--- config.mk ---
export PLATFORM = sky130hd
export DESIGN_NAME = load_store_unit_flat
export DESIGN_NICKNAME = d
export VERILOG_FILES = /design/src/rtl/load_store_unit_if.sv /design/src/rtl/load_store_unit.sv /design/src/flat_wrapper.sv
export SDC_FILE = /design/constraint.sdc
export NUM_CORES = 1
export LEC_CHECK = 0
export CAP_MARGIN = 20
export CORE_MARGIN = 4
export CORE_UTILIZATION = 25
export DETAILED_ROUTE_END_ITERATION = 12
export PLACE_DENSITY = 0.58
export SKIP_CTS_REPAIR_TIMING = 1
export SYNTH_ARGS = -nofsm -noshare
export SYNTH_HDL_FRONTEND = slang
export SYNTH_SLANG_ARGS = --single-unit
--- constraint.sdc ---
create_clock -name clk -period 1.91 [get_ports clk]
set_input_delay 0.382 -clock clk [delete_from_list [all_inputs] [get_ports clk]]
set_output_delay 0.382 -clock clk [all_outputs]
set_load 0.02 [all_outputs]
--- src/rtl/load_store_unit_if.sv ---
// Request, memory-bus and response signals of the load/store unit.
// The unit connects to the slave modport; the requester/memory side uses master.
interface load_store_unit_if;
    logic        req_valid;
    logic        req_ready;
    logic        req_is_store;
    logic [2:0]  req_funct3;
    logic [31:0] req_addr;
    logic [31:0] req_wdata;
    logic        mem_req;
    logic        mem_we;
    logic [31:0] mem_addr;
    logic [3:0]  mem_wstrb;
    logic [31:0] mem_wdata;
    logic        mem_ready;
    logic [31:0] mem_rdata;
    logic        rsp_valid;
    logic [31:0] rsp_data;
    logic        rsp_err;

    modport slave (
        input  req_valid, req_is_store, req_funct3, req_addr, req_wdata,
        input  mem_ready, mem_rdata,
        output req_ready, mem_req, mem_we, mem_addr, mem_wstrb, mem_wdata,
        output rsp_valid, rsp_data, rsp_err
    );

    modport master (
        output req_valid, req_is_store, req_funct3, req_addr, req_wdata,
        output mem_ready, mem_rdata,
        input  req_ready, mem_req, mem_we, mem_addr, mem_wstrb, mem_wdata,
        input  rsp_valid, rsp_data, rsp_err
    );
endinterface

--- src/rtl/load_store_unit.sv ---
// RV32I load/store unit: one outstanding access, byte-lane steering,
// load formatting, misalignment/illegal-funct3 detection and a memory timeout.
//
// state    | meaning
// ---------+-------------------------------------------------------------
// IDLE     | req_ready=1, waiting for a request
// WAIT_MEM | mem_req held high, waiting for mem_ready or the timeout
// RESP     | one-cycle rsp_valid pulse, then back to IDLE
module load_store_unit #(
    parameter int TIMEOUT_CYCLES = 16
) (
    input  logic             clk,
    input  logic             reset,
    load_store_unit_if.slave bus
);
    typedef enum logic [1:0] {IDLE, WAIT_MEM, RESP} state_t;

    localparam logic [7:0] LAST_CNT = 8'(TIMEOUT_CYCLES - 1);

    state_t      state_q, state_d;
    logic [7:0]  cnt_q, cnt_d;
    logic        is_store_q, is_store_d;
    logic [2:0]  funct3_q, funct3_d;
    logic [1:0]  offset_q, offset_d;
    logic        mem_req_q, mem_req_d;
    logic        mem_we_q, mem_we_d;
    logic [31:0] mem_addr_q, mem_addr_d;
    logic [3:0]  mem_wstrb_q, mem_wstrb_d;
    logic [31:0] mem_wdata_q, mem_wdata_d;
    logic        rsp_valid_q, rsp_valid_d;
    logic [31:0] rsp_data_q, rsp_data_d;
    logic        rsp_err_q, rsp_err_d;

    logic        req_bad_funct3, req_misaligned, req_err;
    logic [3:0]  req_wstrb;
    logic [31:0] req_wdata_rep;
    logic [7:0]  rd_byte;
    logic [15:0] rd_half;
    logic [31:0] load_result;

    always_comb begin
        if (bus.req_is_store)
            req_bad_funct3 = (bus.req_funct3 > 3'd2);
        else
            req_bad_funct3 = (bus.req_funct3 == 3'd3) || (bus.req_funct3 == 3'd6) ||
                             (bus.req_funct3 == 3'd7);
        case (bus.req_funct3[1:0])
            2'd1:    req_misaligned = bus.req_addr[0];
            2'd2:    req_misaligned = (bus.req_addr[1:0] != 2'b00);
            default: req_misaligned = 1'b0;
        endcase
        req_err = req_bad_funct3 || req_misaligned;

        // Store data is replicated across lanes so memory can pick any lane by strobe.
        req_wstrb     = 4'b0000;
        req_wdata_rep = bus.req_wdata;
        if (bus.req_is_store) begin
            case (bus.req_funct3[1:0])
                2'd0: begin
                    req_wstrb     = 4'b0001 << bus.req_addr[1:0];
                    req_wdata_rep = {4{bus.req_wdata[7:0]}};
                end
                2'd1: begin
                    req_wstrb     = 4'b0011 << {bus.req_addr[1], 1'b0};
                    req_wdata_rep = {2{bus.req_wdata[15:0]}};
                end
                default: req_wstrb = 4'b1111;
            endcase
        end
    end

    always_comb begin
        case (offset_q)
            2'd0:    rd_byte = bus.mem_rdata[7:0];
            2'd1:    rd_byte = bus.mem_rdata[15:8];
            2'd2:    rd_byte = bus.mem_rdata[23:16];
            default: rd_byte = bus.mem_rdata[31:24];
        endcase
        rd_half = offset_q[1] ? bus.mem_rdata[31:16] : bus.mem_rdata[15:0];
        case (funct3_q[1:0])
            2'd0:    load_result = {{24{~funct3_q[2] & rd_byte[7]}}, rd_byte};
            2'd1:    load_result = {{16{~funct3_q[2] & rd_half[15]}}, rd_half};
            default: load_result = bus.mem_rdata;
        endcase
    end

    always_comb begin
        state_d     = state_q;
        cnt_d       = cnt_q;
        is_store_d  = is_store_q;
        funct3_d    = funct3_q;
        offset_d    = offset_q;
        mem_req_d   = mem_req_q;
        mem_we_d    = mem_we_q;
        mem_addr_d  = mem_addr_q;
        mem_wstrb_d = mem_wstrb_q;
        mem_wdata_d = mem_wdata_q;
        rsp_valid_d = 1'b0;
        rsp_data_d  = 32'd0;
        rsp_err_d   = 1'b0;

        case (state_q)
            IDLE: begin
                if (bus.req_valid) begin
                    is_store_d = bus.req_is_store;
                    funct3_d   = bus.req_funct3;
                    offset_d   = bus.req_addr[1:0];
                    if (req_err) begin
                        state_d     = RESP;
                        rsp_valid_d = 1'b1;
                        rsp_err_d   = 1'b1;
                    end else begin
                        state_d     = WAIT_MEM;
                        cnt_d       = 8'd0;
                        mem_req_d   = 1'b1;
                        mem_we_d    = bus.req_is_store;
                        mem_addr_d  = {bus.req_addr[31:2], 2'b00};
                        mem_wstrb_d = req_wstrb;
                        mem_wdata_d = req_wdata_rep;
                    end
                end
            end
            WAIT_MEM: begin
                // mem_ready is checked before the timeout so a completion in the last counted cycle wins.
                if (bus.mem_ready || cnt_q == LAST_CNT) begin
                    state_d     = RESP;
                    mem_req_d   = 1'b0;
                    mem_we_d    = 1'b0;
                    mem_wstrb_d = 4'b0000;
                    rsp_valid_d = 1'b1;
                    rsp_err_d   = ~bus.mem_ready;
                    rsp_data_d  = (bus.mem_ready && !is_store_q) ? load_result : 32'd0;
                end else begin
                    cnt_d = cnt_q + 8'd1;
                end
            end
            RESP:    state_d = IDLE;
            default: state_d = IDLE;
        endcase
    end

    always_ff @(posedge clk) begin
        if (reset) begin
            state_q     <= IDLE;
            cnt_q       <= 8'd0;
            is_store_q  <= 1'b0;
            funct3_q    <= 3'd0;
            offset_q    <= 2'd0;
            mem_req_q   <= 1'b0;
            mem_we_q    <= 1'b0;
            mem_addr_q  <= 32'd0;
            mem_wstrb_q <= 4'd0;
            mem_wdata_q <= 32'd0;
            rsp_valid_q <= 1'b0;
            rsp_data_q  <= 32'd0;
            rsp_err_q   <= 1'b0;
        end else begin
            state_q     <= state_d;
            cnt_q       <= cnt_d;
            is_store_q  <= is_store_d;
            funct3_q    <= funct3_d;
            offset_q    <= offset_d;
            mem_req_q   <= mem_req_d;
            mem_we_q    <= mem_we_d;
            mem_addr_q  <= mem_addr_d;
            mem_wstrb_q <= mem_wstrb_d;
            mem_wdata_q <= mem_wdata_d;
            rsp_valid_q <= rsp_valid_d;
            rsp_data_q  <= rsp_data_d;
            rsp_err_q   <= rsp_err_d;
        end
    end

    assign bus.req_ready = (state_q == IDLE);
    assign bus.mem_req   = mem_req_q;
    assign bus.mem_we    = mem_we_q;
    assign bus.mem_addr  = mem_addr_q;
    assign bus.mem_wstrb = mem_wstrb_q;
    assign bus.mem_wdata = mem_wdata_q;
    assign bus.rsp_valid = rsp_valid_q;
    assign bus.rsp_data  = rsp_data_q;
    assign bus.rsp_err   = rsp_err_q;
endmodule

--- src/flat_wrapper.sv ---
// flat-port wrapper written by rule: the top's interface ports become plain ports
module load_store_unit_flat 
#(
    parameter int TIMEOUT_CYCLES = 16
)
  (clk, reset, bus_req_valid, bus_req_is_store, bus_req_funct3, bus_req_addr, bus_req_wdata, bus_mem_ready, bus_mem_rdata, bus_req_ready, bus_mem_req, bus_mem_we, bus_mem_addr, bus_mem_wstrb, bus_mem_wdata, bus_rsp_valid, bus_rsp_data, bus_rsp_err);
  load_store_unit_if bus_i ();
  input  logic clk;
  input  logic reset;
  input wire logic [$bits(bus_i.req_valid)-1:0] bus_req_valid;
  input wire logic [$bits(bus_i.req_is_store)-1:0] bus_req_is_store;
  input wire logic [$bits(bus_i.req_funct3)-1:0] bus_req_funct3;
  input wire logic [$bits(bus_i.req_addr)-1:0] bus_req_addr;
  input wire logic [$bits(bus_i.req_wdata)-1:0] bus_req_wdata;
  input wire logic [$bits(bus_i.mem_ready)-1:0] bus_mem_ready;
  input wire logic [$bits(bus_i.mem_rdata)-1:0] bus_mem_rdata;
  output wire logic [$bits(bus_i.req_ready)-1:0] bus_req_ready;
  output wire logic [$bits(bus_i.mem_req)-1:0] bus_mem_req;
  output wire logic [$bits(bus_i.mem_we)-1:0] bus_mem_we;
  output wire logic [$bits(bus_i.mem_addr)-1:0] bus_mem_addr;
  output wire logic [$bits(bus_i.mem_wstrb)-1:0] bus_mem_wstrb;
  output wire logic [$bits(bus_i.mem_wdata)-1:0] bus_mem_wdata;
  output wire logic [$bits(bus_i.rsp_valid)-1:0] bus_rsp_valid;
  output wire logic [$bits(bus_i.rsp_data)-1:0] bus_rsp_data;
  output wire logic [$bits(bus_i.rsp_err)-1:0] bus_rsp_err;
  assign bus_i.req_valid = bus_req_valid;
  assign bus_i.req_is_store = bus_req_is_store;
  assign bus_i.req_funct3 = bus_req_funct3;
  assign bus_i.req_addr = bus_req_addr;
  assign bus_i.req_wdata = bus_req_wdata;
  assign bus_i.mem_ready = bus_mem_ready;
  assign bus_i.mem_rdata = bus_mem_rdata;
  assign bus_req_ready = bus_i.req_ready;
  assign bus_mem_req = bus_i.mem_req;
  assign bus_mem_we = bus_i.mem_we;
  assign bus_mem_addr = bus_i.mem_addr;
  assign bus_mem_wstrb = bus_i.mem_wstrb;
  assign bus_mem_wdata = bus_i.mem_wdata;
  assign bus_rsp_valid = bus_i.rsp_valid;
  assign bus_rsp_data = bus_i.rsp_data;
  assign bus_rsp_err = bus_i.rsp_err;
  load_store_unit #(.TIMEOUT_CYCLES(TIMEOUT_CYCLES)) u_core (.clk(clk), .reset(reset), .bus(bus_i));
endmodule
---- Word level (Yosys, flattened, before mapping) ----
Cells that the tools add are included.
word-level totals
  register bits ........................... 118
  output and inout port bits .............. 105
  bits of input ports ..................... 104
  word-level logic and storage cells ...... 91
cells by class
  eq/ne operators ......................... 14
  $lt $le $gt $ge ......................... 1
  multiplexer cells ....................... 34
  reduce and logical (&&, ||, !) cells .... 18
  bitwise gates (word level) .............. 8
  $add $sub $neg .......................... 1
  shift operators ......................... 2
operators with widths
  operator               number
  $pmux W32 S2           2
  $mux W32               1
  $mux W8                3
  $pmux W8 S3            1
  $mux W16               1
  $mux W4                4
  $pmux W4 S2            2
  $pmux W8 S2            1
  $mux W1                10
  $pmux W1 S2            5
  $add A8 B1 Y8 const B  1
  $eq A2 B1 Y1 const B   4
  $eq A8 B4 Y1 const B   1
  $logic_not A2 Y1       4
  $reduce_and A4 Y1      2
  $eq A3 B3 Y1 const B   2
  $mux W2                3
  $ne A2 B2 Y1 const B   3
  $not A1 Y1             6
  $eq A2 B2 Y1 const B   2
  $logic_or A1 B1 Y1     4
  $pmux W2 S2            1
  $reduce_and A2 Y1      2
  $reduce_bool A2 Y1     2
  other kinds (10)       11

---- Logic depth before layout (Yosys ltp) ----
  depth in word-level cells ............... 8
  depth in mapped cells ................... 9
  depth with buffers taken out ............ 7

---- Least setup slack after synthesis ----
OpenSTA, ideal clock, no wires.
  path type ............................... input to register
  from .................................... in bus_req_funct3[0]
  to ...................................... reg u_core.mem_wdata_q[1], in the netlist u_core.bus.mem_wdata[1]
  arrival ................................. 1.770 ns
  setup time .............................. 0.132 ns
  setup slack ............................. 0.008 ns
  stages .................................. 9
  path buffers ............................ 2
  required time ........................... 1.778 ns
  path through ............................ inv_1 ha_1 o21ai_1 o221ai_1 or3_1 buf_2 buf_2 nand2_1 a21oi_1
between the ends
  word-level cells in the longest chain between the ends .. 7
  elaborated cells on any way between the ends .. 13
  classes of those cells .................. 1 x order compare; 5 x eq/ne; 2 x mux; 1 x bitwise; 4 x reduce/logical
RTL lines
  item                                                                  line                    source
  from (decl)                                                           flat_wrapper.sv:12      input wire logic [$bits(bus_i.req_funct3)-1:0] bus_req_funct3;
  parallel branches: the longest is 4 deep, another holds $gt A3 B2 Y1  -
  $logic_or A1 B1 Y1 (*)                                                load_store_unit.sv:52   req_err = req_bad_funct3 || req_misaligned;
  $not A1 Y1 (no line) (*)                                              -
  $reduce_and A3 Y1 (no line) (*)                                       -
  to (signal assigned)                                                  load_store_unit.sv:167  mem_wdata_q <= mem_wdata_d;
  to (decl)                                                             load_store_unit.sv:29   logic [31:0] mem_wdata_q, mem_wdata_d;
Mark *: on every way between the ends.
A chain may end at the register's enable or synchronous reset.

---- Worst setup path in the final report ----
  from .................................... reg u_core.cnt_q[4]
  to ...................................... reg u_core.mem_wstrb_q[1], in the netlist u_core.bus.mem_wstrb[1]
between the ends
  word-level cells in the longest chain between the ends .. 4
RTL lines
  item                         line                    source
  from (decl)                  load_store_unit.sv:21   logic [7:0] cnt_q, cnt_d;
  from (signal assigned)       load_store_unit.sv:159  cnt_q <= cnt_d;
  $eq A8 B4 Y1                 load_store_unit.sv:125  if (bus.mem_ready || cnt_q == LAST_CNT) begin
  $logic_or A1 B1 Y1           load_store_unit.sv:125
  $ne A2 B1 Y1 (no line)       -
  $reduce_and A4 Y1 (no line)  -
  to (signal assigned)         load_store_unit.sv:166  mem_wstrb_q <= mem_wstrb_d;
  to (decl)                    load_store_unit.sv:28   logic [3:0] mem_wstrb_q, mem_wstrb_d;
No other way between the ends.

==> summary.md <==
| Metric | Value |
|---|---|
| Outcome | complete, no violations |
| EDFF count, synth | 0 |
| Post-Layout Cell Count | 1112 |
| Post-Route Setup TNS | 0 ns |
| RSZ-0062 raised after global routing | no |
| Post-Route WL | 17.8 mm |
| Worst Setup SP | u_core.cnt_q[4]$_SDFFE_PP0P_ |
| Top cell type's share of synthesized area | a little under half |
| Crit path to | u_core.bus.mem_wstrb[1]$_SDFFE_PP0P_ |
| Vias per cell | 4.67 |
| Clock sinks | 118 |
| Clock slew at reported path FFs | 0.06 ns |
| Peak fanout along the critical path | 5 |
| Number of nets in the layout | 944 |
| Post-synthesis cell area | 0.00492 mm^2 |
| Final setup fails | 0 |
| Worst R2R Setup Slack | approximately 0.11 ns |
| Die H | 148 um |
| Post-synthesis sequential area ratio | 48.0% |
| Via count | just over 5000 |
| Fmax | 0.555 GHz |
| Worst slew pin tran | 0.598 ns |
| Number of remaining DRC errors | 0 |
| Routability cong. | 0.810 |
| Worst rel slew slack | 60.2% |
| Most common cell after layout, fill and taps aside | clkdlybuf4s50_1 |
| Final Hold Vio Count | 0 |
| Commonest register cell after synthesis | dfxtp_1 |
| Ys Warns | 0 |
| Post-Layout Inst Area | 0.00836 mm^2 |
| Share of layout cells above drive strength 1 | 14.4% |
| Die area | 0.0220 mm^2 |
| Synth-to-Final Area Change | 69.8% |
| Mean Syn Cell Area | slightly above 8 um^2 |
| Unique cell type count in the Yosys netlist | 52 |
| CP Capture Type | register |
| CTS H-Tree Depth | 4 |
| Most area-hungry cell type in the Yosys netlist | dfxtp_1 |
| Placed wire-length estimate | 12.4 mm |
| Io pins | approximately 210 |
| Cells after Synth | 604 |
| Die width | between 100 and 150 um |
| PwrDens | 886 mW/mm^2 |
| Final period utilization | 94.4% |
| Critical path class | reg -> reg |
| Std cell rows | 51 |
| Worst reg2reg path endpoint | u_core.bus.mem_wstrb[1]$_SDFFE_PP0P_ |
| PnR Total Power | approximately 7.4 mW |
| Async set-reset flop share out of synthesis | 0% |
| Initial Util | 25.4% |
| CTS root buf | clkbuf_16 |
| Max-Cap Viols | 0 |
| Inserted Diodes | 0 |
| TritonCTS clock tree | done |
| 1st-pass router iterations | 6 |
| Reg2Reg Launch Point | u_core.cnt_q[4]$_SDFFE_PP0P_ |
| Worst Path Arrival | between 2 and 2.5 ns |
| Pin count of the biggest net entering global routing | 56 |
| Aggregate global-route resource usage | 15.4% |
| Port buffer count | 206 |
| Antenna viol nets, final | 0 |
| Initial antenna violation count | 0 |
| Worst-Skew Late Latency | between 0.4 and 0.5 ns |
| Min-Delay Path Class | in -> reg |
| Starting DRC count in detailed routing | 170 |
| Placed cell area | 0.00756 mm^2 |
| Critical path startpoint category | register |
| Max Slew Vio Count | 0 |
| Minimum clock period | 1.80 ns |
| Worst Reg2Reg Path Length in Cells | 5 |
| VDD IR-drop max | 0.597 mV |
| Grt ovf | 0 |
| Most frequent cells in the layout | clkdlybuf4s50_1, nand2_1, dfxtp_1 |
| Leakage power | 3.07 nW |
| First-pass GRT wire length | between 20 and 30 mm |
| Placeable core region | 0.0194 mm^2 |
| Dpl cells | roughly 1100 |
| Yosys reg bits | 118 |
| CTS buffer count | 17 |
| Post-DR wirelength/cell | 16.0 um |
| Vias in the first global route | a little over 5000 |
| Worst path required time | 2.22 ns |
| Dominant cells by area after synthesis | dfxtp_1, nand2_1, a21oi_1 |
| Setup Skew | around 0.0054 ns |
| Clk buf depth | 2 |
## final cells by class
type	count	area [um^2]
clock buffer	18	429
clock inverter	14	163
fill	1961	11000
inverter	22	82.6
multi-input combinational	414	2350
sequential	118	2360
tap	265	332
timing repair buffer	261	2640
## per-stage QoR
step / hold slack [ns] / setup WS (ns) / utilization (%)
2_1_floorplan: 0.417 / 0.00773 / -
3_3_place_gp: 0.440 / -0.542 / 39.0
3_5_place_dp: 0.444 / -0.564 / 39.0
4_1_cts: 0.390 / -0.160 / 42.0
5_1_grt: 0.418 / 0.0230 / 43.1
6_report: 0.396 / 0.107 / 43.1
## flip-flops by register name, indices dropped and copies added (netlist names)
register              count
u_core.bus.mem_wstrb      4
u_core.is_store_q         1
u_core.bus.mem_addr      30
u_core.funct3_q           3
u_core.bus.mem_we         1
u_core.bus.rsp_data      32
u_core.bus.mem_wdata     32
u_core.cnt_q              8
u_core.bus.rsp_valid      1
u_core.bus.mem_req        1
u_core.bus.rsp_err        1
u_core.offset_q           2
u_core.state_q            2
## layer usage
metal | global-route usage (%) | vias to the layer above | part of all wire [%]
li1 | - | 2572 | -
met1 | 19.1 | 2380 | 43
met2 | 23.5 | 222 | 44
met3 | 7.28 | 22 | 12
met4 | 5.08 | 0 | 1.6
met5 | 0 | - | 0
## how the worst min path moves through the flow
stage | startpoint | to | depth (start not counted)
after global placement | u_core.bus.mem_addr[25]$_SDFFE_PP0P_ | u_core.bus.mem_addr[25]$_SDFFE_PP0P_ | 2
after detailed placement | u_core.bus.mem_wdata[14]$_SDFFE_PP0P_ | u_core.bus.mem_wdata[14]$_SDFFE_PP0P_ | 2
after floorplan | u_core.state_q[1]$_SDFFE_PP0P_ | u_core.bus.rsp_err$_SDFF_PP0_ | 1
after CTS | reset | u_core.cnt_q[6]$_SDFFE_PP0P_ | 4
after global routing | reset | u_core.cnt_q[6]$_SDFFE_PP0P_ | 4
final | reset | u_core.cnt_q[6]$_SDFFE_PP0P_ | 4
## cells by family (layout without fill, tap and decap cells)
kind of cell / Yosys count / count (layout) / synth area share (%)
buf+inv: 73 / 315 / 6.28
mux: 2 / 2 / 0.432
fa+ha+maj: 6 / 6 / 1.52
xor+xnor: 1 / 1 / 0.178
other cells: 1 / 2 / 0.0762
flops: 118 / 118 / 48.0
simple gates: 213 / 213 / 18.0
compound gates: 190 / 190 / 25.5
## synth_stat cells, drive strengths merged, types with 2 or more instances
cell type,instances
a211oi,6
a21boi,2
a21oi,88
a221o,8
a221oi,7
a22o,4
a311oi,8
a31oi,7
buf,21
clkbuf,30
dfxtp,118
ha,6
inv,22
nand2,151
nand2b,4
nand3,12
nor2,29
nor3,7
nor4,3
o211ai,16
o21a,3
o21ai,17
o221a,7
o22ai,5
o2bb2ai,4
o32ai,2
or2,2
## critical path: stages (launching register included)
cell and delay, ns:
dfxtp_1 0.37, nor4_2 0.53, a21oi_1 0.16, o21ai_1 0.20
a21oi_1 0.18, a22o_1 0.26
## power breakdown
part           switching (mW)  total, mW  internal [mW]
clock network            1.28       3.24           1.96
logic                   0.769       1.50          0.736
registers              0.0725       2.66           2.59
total                    2.12       7.41           5.28
Power figures use the tool's default switching activity.
